--- src/rtl/calc_pkg.sv ---
// Shared constants for the UART calculator: ALU op encoding and the
// largest magnitude the four-digit display can show.
package calc_pkg;

  localparam logic [2:0] OP_NONE = 3'd0;
  localparam logic [2:0] OP_ADD  = 3'd1;
  localparam logic [2:0] OP_SUB  = 3'd2;
  localparam logic [2:0] OP_MUL  = 3'd3;
  localparam logic [2:0] OP_DIV  = 3'd4;

  localparam int DEC_MAX = 9999;

endpackage

--- src/rtl/tick_gen.sv ---
// Modulo-DIV counter that raises a one-cycle clock enable in the last
// count of every period; the enable clears as soon as reset asserts.
module tick_gen #(
  parameter int DIV = 651
) (
  input  logic clk,
  input  logic reset_n,
  output logic tick
);

  localparam int W = (DIV > 1) ? $clog2(DIV) : 1;
  localparam logic [W-1:0] LAST = W'(DIV - 1);

  logic [W-1:0] count;

  always_ff @(posedge clk or negedge reset_n) begin
    if (!reset_n) begin
      count <= '0;
    end else if (count == LAST) begin
      count <= '0;
    end else begin
      count <= count + W'(1);
    end
  end

  // Decoded straight from the counter register so the pulse coincides with count == DIV-1.
  assign tick = (count == LAST);

endmodule

--- src/rtl/calc_arith_timing.sv ---
// Arithmetic and timing core of the UART calculator: registered signed ALU
// with decimal range flag, plus baud and display-refresh clock enables.
module calc_arith_timing
  import calc_pkg::*;
#(
  parameter int CLK_HZ       = 100_000_000,
  parameter int BAUD         = 9600,
  parameter int OVERSAMPLE   = 16,
  parameter int REFRESH_LOG2 = 19
) (
  input  logic               clk,
  input  logic               reset_n,
  input  logic [2:0]         op,
  input  logic signed [15:0] a,
  input  logic signed [15:0] b,
  output logic signed [15:0] result,
  output logic               overflow,
  output logic               baud_tick,
  output logic               baud_clk,
  output logic               refresh_tick
);

  localparam int BAUD_DIV = CLK_HZ / (BAUD * OVERSAMPLE);

  logic signed [31:0] a_ext;
  logic signed [31:0] b_ext;
  logic signed [31:0] p;
  logic               arith_op;
  logic               div_zero;
  logic               out_of_range;

  assign a_ext = 32'(a);
  assign b_ext = 32'(b);

  always_comb begin
    p        = '0;
    arith_op = 1'b0;
    div_zero = 1'b0;
    case (op)
      OP_ADD: begin
        p        = a_ext + b_ext;
        arith_op = 1'b1;
      end
      OP_SUB: begin
        p        = a_ext - b_ext;
        arith_op = 1'b1;
      end
      OP_MUL: begin
        p        = a_ext * b_ext;
        arith_op = 1'b1;
      end
      OP_DIV: begin
        if (b == '0) begin
          div_zero = 1'b1;
        end else begin
          p        = a_ext / b_ext;
          arith_op = 1'b1;
        end
      end
      default: begin
        p = '0;
      end
    endcase
  end

  // Range is judged on the full 32-bit value; the result keeps only the wrapped low half.
  assign out_of_range = (p > DEC_MAX) || (p < -DEC_MAX);

  always_ff @(posedge clk or negedge reset_n) begin
    if (!reset_n) begin
      result   <= '0;
      overflow <= 1'b0;
    end else begin
      result   <= p[15:0];
      overflow <= div_zero | (arith_op & out_of_range);
    end
  end

  tick_gen #(.DIV(BAUD_DIV)) u_baud_gen (
    .clk     (clk),
    .reset_n (reset_n),
    .tick    (baud_tick)
  );

  tick_gen #(.DIV(2 ** REFRESH_LOG2)) u_refresh_gen (
    .clk     (clk),
    .reset_n (reset_n),
    .tick    (refresh_tick)
  );

  // Legacy square wave, flips on the edge that closes each baud_tick cycle.
  always_ff @(posedge clk or negedge reset_n) begin
    if (!reset_n) begin
      baud_clk <= 1'b0;
    end else if (baud_tick) begin
      baud_clk <= ~baud_clk;
    end
  end

endmodule

--- config.mk ---
export PLATFORM = sky130hd
export DESIGN_NAME = calc_arith_timing
export DESIGN_NICKNAME = d
export VERILOG_FILES = /design/src/rtl/calc_pkg.sv /design/src/rtl/tick_gen.sv /design/src/rtl/calc_arith_timing.sv
export SDC_FILE = /design/constraint.sdc
export NUM_CORES = 1
export LEC_CHECK = 0
export ABC_AREA = 1
export CAP_MARGIN = 0
export CORE_ASPECT_RATIO = 0.7
export CORE_MARGIN = 10
export CORE_UTILIZATION = 60
export DETAILED_ROUTE_END_ITERATION = 16
export GPL_TIMING_DRIVEN = 0
export PLACE_DENSITY = 0.77
export SYNTH_ARGS = -nofsm -noshare
export SYNTH_HDL_FRONTEND = slang
export SYNTH_HIERARCHICAL = 1
export SYNTH_SLANG_ARGS = --single-unit
--- constraint.sdc ---
create_clock -name clk -period 2.4 [get_ports clk]
set_input_delay 0.6 -clock clk [delete_from_list [all_inputs] [get_ports clk]]
set_output_delay 0.6 -clock clk [all_outputs]
set_load 0.02 [all_outputs]
==> results_dict.tcl, run 1 <==
set metrics [dict create \
    synth_enable_flop_cells 0 \
    count_of_distinct_cell_types_in_the_synthesized_netlist 85 \
    die_width_um 338 \
    clock_tree.htree_level_count 2 \
    port_buffers 56 \
    cts.sink_count 47 \
    area_share_of_the_largest_cell_type_after_synthesis 0.191 \
    cts_inserted_buffers 5 \
    synth-warning-count 6 \
    synth_top_flop_cell "sky130_fd_sc_hd__dfrtp_1" \
    num_io_pins 57 \
    netlist.top_cell.by_area "sky130_fd_sc_hd__ha_1" \
    row_count 81 \
    toolErrorMsg "[ERROR GRT-0232] Routing congestion too high. Check the congestion heatmap in the GUI." \
    synth_sequential_area_ratio 0.0277 \
    largest_net_degree_at_the_start_of_global_routing 31 \
    netlist_top_cells_area "sky130_fd_sc_hd__ha_1 (19%), sky130_fd_sc_hd__nand2_1 (15%), sky130_fd_sc_hd__fa_1 (12%)" \
    globalRoute.totalOverflow 264 \
    dp.final_hpwl_mm 109 \
    synth_async_sr_flop_share 1.00 \
    chipHeight_um 242 \
    syn_avg_cell_area_um2 6.49 \
    last-stage-reached "5_1_grt" \
    globalRouteTotalUtil 0.755 \
    synthesis.instances 6535 \
    ctsRootBufferMaster "sky130_fd_sc_hd__clkbuf_16" \
    clock_path_buffers 2 \
    gp_routability_congestion 1.02 \
    initial_core_utilization 0.607 \
    outcome "did not finish" \
    mappedNetlistArea_mm2 0.0424 \
    flip_flop_and_latch_count_after_synthesis 47 \
]
-- cell families after synthesis --
logic type | Yosys count | synth area share
buffers and inverters | 1332 | 0.138
xor gates and xnor gates | 383 | 0.0791
muxes | 6 | 0.00144
AOI/OAI and AO/OA | 1043 | 0.151
adders and majority gates | 913 | 0.316
DFF | 47 | 0.0277
and+or+nand+nor | 2809 | 0.286
other | 2 | 0.000177
-- repair_timing --
action,in CTS
hold buffers,0
endpoints found under the setup margin,19
setup buffers,1056
resized for setup,659
cloned,8
pin swaps,491
-- Yosys cell counts, types with 56 or more instances --
cell type                  number
sky130_fd_sc_hd__xor2_1       224
sky130_fd_sc_hd__ha_1         649
sky130_fd_sc_hd__clkbuf_8      56
sky130_fd_sc_hd__nand2_2       97
sky130_fd_sc_hd__inv_1       1125
sky130_fd_sc_hd__o21ai_1       82
sky130_fd_sc_hd__a21oi_1      427
sky130_fd_sc_hd__nor2_1       373
sky130_fd_sc_hd__or2_2         90
sky130_fd_sc_hd__o21ai_0      213
sky130_fd_sc_hd__nand3_1      271
sky130_fd_sc_hd__xnor2_1      159
sky130_fd_sc_hd__nand2_1     1748
sky130_fd_sc_hd__fa_1         264
-- metrics by stage --
step	instances	setup slack, ns	hold WS [ns]	TNS, ns	cell area (µm²)
floorplan	6685	-61.95	0.304	-1038.43	44200
detailed placement	7658	-75.99	0.456	-1269.65	46000
global placement	7654	-74.89	0.461	-1275.80	45900
CTS	8729	-66.34	0.237	-1111.06	57200
-- per-layer routing --
| metal | GRT usage | overflow |
|---|---|---|
| met2 | 0.843 | 150 |
| met3 | 0.703 | 17 |
| met1 | 0.757 | 10 |
| met4 | 0.706 | 87 |
| met5 | 0.483 | 0 |
==> run 2: changes to the inputs <==
- CORE_ASPECT_RATIO: 0.7 -> not set
- CORE_UTILIZATION: 60 -> 40
- PLACE_DENSITY: 0.77 -> not set
- PLACE_DENSITY_LB_ADDON: not set -> 0.15
==> run 2 against run 1 <==
Effect of this change: the flow now finishes, with violations (capacitance limit, slew limit, setup timing); area after synthesis unchanged; synthesized cell count unchanged.
==> results_dict.tcl, run 2 <==
set metrics [dict create \
    ctsHoldBuffers 0 \
    initial_core_utilization 0.403 \
    mostFrequentLayoutCell "sky130_fd_sc_hd__nand2_1" \
    dr_total_vias 48803 \
    first_iter_violations 3230 \
    timing.max_slew.rel_slack -0.0269 \
    outcome "finished, violations left" \
    synthesis.instances 6535 \
    dp.cells 8139 \
    fmaxAchievable_ghz 0.0138 \
    timing.critical_path.to_type "flop" \
    critical_path.top_delay_family "buffers and inverters" \
    rsz_0062_raised_after_global_routing "true" \
    flip_flop_and_latch_count_after_synthesis 47 \
    clk_transition_reported_paths_ns 0.09 \
    dp.final_hpwl_mm 109 \
    totalWireLength_mm 165 \
    row_count 119 \
    arrival_ns 72.79 \
    globalRouteTotalUtil 0.250 \
    cp_common_cell "sky130_fd_sc_hd__buf_4" \
    netlist.top_cell.by_area "sky130_fd_sc_hd__ha_1" \
    critPathCapture "overflow$_DFF_PN0_" \
    drive_gt1_frac 0.331 \
    grt_most_used_layer "met2" \
    path_max_fanout 10 \
    count_of_distinct_cell_types_in_the_synthesized_netlist 85 \
    r2r_cells 6 \
    tightestPinTransition_ns 1.53 \
    largest_register_ffs 19 \
    syn_avg_cell_area_um2 6.49 \
    violated_checks "capacitance limit, slew limit, setup timing" \
    crit_cells 594 \
    critPathLaunch "b[1]" \
    drc_errors 0 \
    mappedNetlistArea_mm2 0.0424 \
    ant_diodes 0 \
    final_core_util 0.581 \
    first_global_vias 48014 \
    globalRoute.totalOverflow 0 \
    synth_enable_flop_cells 0 \
    synth_async_sr_flop_share 1.00 \
    register_to_register_setup_slack_ns 0.84 \
    crit_required_ns 2.59 \
    route.antenna.remaining_nets 0 \
    filler_cell_count 9302 \
    grt_use_met1 0.311 \
    synth-warning-count 6 \
    synthToLayoutAreaGrowth_pct 44.1 \
    cts_inserted_buffers 5 \
    hold_path.class "input port to async pin" \
    synth_top_flop_cell "sky130_fd_sc_hd__dfrtp_1" \
    fin_crit_sh 30.3 \
    crit-reg2reg-launch "u_refresh_gen/count[0]$_DFF_PN0_" \
    global_route_wire_length_before_repair_mm 249 \
    use_met3 0.0235 \
    netlist_top_cells_area "sky130_fd_sc_hd__ha_1 (19%), sky130_fd_sc_hd__nand2_1 (15%), sky130_fd_sc_hd__fa_1 (12%)" \
    layout_common_cells "sky130_fd_sc_hd__nand2_1 (1484), sky130_fd_sc_hd__buf_4 (1236), sky130_fd_sc_hd__inv_1 (1027)" \
    num_io_pins 57 \
    layout.cells.non_filler 9419 \
    largest_net_degree_at_the_start_of_global_routing 30 \
    cts.sink_count 47 \
    avgViaCountPerCell 5.18 \
    clock_tree.htree_level_count 2 \
    placeableCoreArea_mm2 0.105 \
    ctsRootBufferMaster "sky130_fd_sc_hd__clkbuf_16" \
    chipHeight_um 346 \
    tritoncts "built" \
    number_of_antenna_violations_at_the_first_check_in_global_routing 0 \
    setup_violations 17 \
    synth_sequential_area_ratio 0.0277 \
    insertion_delay_ns 0.31 \
    regMostFlops "u_refresh_gen/count" \
    gp_routability_congestion 0.917 \
    die_width_um 346 \
    slowest_delay_ns 0.39 \
    die_area_mm2 0.120 \
    port_buffers 56 \
    reg_top3 "u_refresh_gen/count (19), result (16), u_baud_gen/count (10)" \
    post_drt_wl_per_cell_um 17.5 \
    layout_setup_ws_ns -70.21 \
    cp-start-kind "input port" \
    drt_first_pass_iters 8 \
    crit_slowest_cell "sky130_fd_sc_hd__ha_1" \
    max-cap-violations 2 \
    finalSetupTns_ns -1172.26 \
    worst_r2r_end "u_refresh_gen/count[11]$_DFF_PN0_" \
    place_worst_setup_slack_ns -76.65 \
    netlist_top_cells_count "sky130_fd_sc_hd__nand2_1 (1748), sky130_fd_sc_hd__inv_1 (1125), sky130_fd_sc_hd__ha_1 (649)" \
    period_needed_ns 72.61 \
    critical_path_class "input port to flop" \
    worst-path-buf-inv 251 \
    finalClockSkew_ns 0.00636 \
    finalHoldViolations 0 \
    synth.most_common_cell "sky130_fd_sc_hd__nand2_1" \
    clock_path_buffers 2 \
    max_slew_vio_count 18 \
    area_share_of_the_largest_cell_type_after_synthesis 0.191 \
    final_net_count 8977 \
    grt.met2_usage 0.444 \
]
## run 2: repair_timing
| item | CTS | global route |
|---|---|---|
| cloned | 6 | 3 |
| setup endpoints to repair | 19 | 19 |
| buffers inserted | 1108 | 156 |
| resized for setup | 609 | 400 |
| pin swaps | 444 | 407 |
## run 2: area by class of cell
class                           count  area [µm²]  area share
Timing Repair inverter              3        18.8    0.000307
Buffer                            155        1930      0.0315
Sequential cell                    47        1180      0.0192
Clock inverter                      3        71.3     0.00117
Multi-Input combinational cell   5307       41000       0.671
Timing Repair Buffer             1332       10500       0.172
Clock buffer                        5         125     0.00205
Tap cell                         1391        1740      0.0285
Inverter                         1176        4590      0.0750
## run 2: cell families (layout without fill, tap and decap cells)
logic type	after synthesis	in the layout	synth area share
AND/OR/NAND/NOR	2809	2810	0.286
buffers and inverters	1332	2674	0.138
AO/OA/AOI/OAI	1043	1043	0.151
adder cells (fa/ha/maj)	913	913	0.316
XOR/XNOR	383	383	0.0791
flip-flops	47	47	0.0277
multiplexers	6	6	0.00144
other	2	152	0.000177
## run 2: worst min path at each step
stage                                      end  slack, ns            startpoint
after detailed placement  baud_clk$_DFFE_PN0P_       0.47  baud_clk$_DFFE_PN0P_
after CTS                  result[2]$_DFF_PN0_       0.27               reset_n
after global routing       result[2]$_DFF_PN0_       0.30               reset_n
final                      result[2]$_DFF_PN0_       0.27               reset_n
after floorplan           baud_clk$_DFFE_PN0P_       0.30               reset_n
after global placement    baud_clk$_DFFE_PN0P_       0.46  baud_clk$_DFFE_PN0P_
## run 2: worst register-to-register path: cells and delay by family (launching register included)
family / cells / cell delay, ns
AND/OR/NAND/NOR: 5 / 0.82
flip-flops: 1 / 0.41
adder cells (fa/ha/maj): 1 / 0.21
## run 2: metal layers
layer | vias to the layer above | wire (µm) | part of all wire
li1 | 23607 | - | -
met4 | 0 | 8470 | 0.051
met3 | 564 | 10500 | 0.063
met2 | 1744 | 79000 | 0.48
met5 | - | 0 | 0
met1 | 22888 | 67300 | 0.41
## run 2: metrics by stage
stage	hold slack (ns)	cell area [µm²]
floorplan	0.304	44200
global placement	0.459	46500
detailed placement	0.470	46700
CTS	0.275	58000
global route	0.296	61200
finish	0.270	61200
Power of run 2 is left out: the tool's default activity adds up to more than one toggle a clock period on the data nets, which glitch-free logic cannot reach.
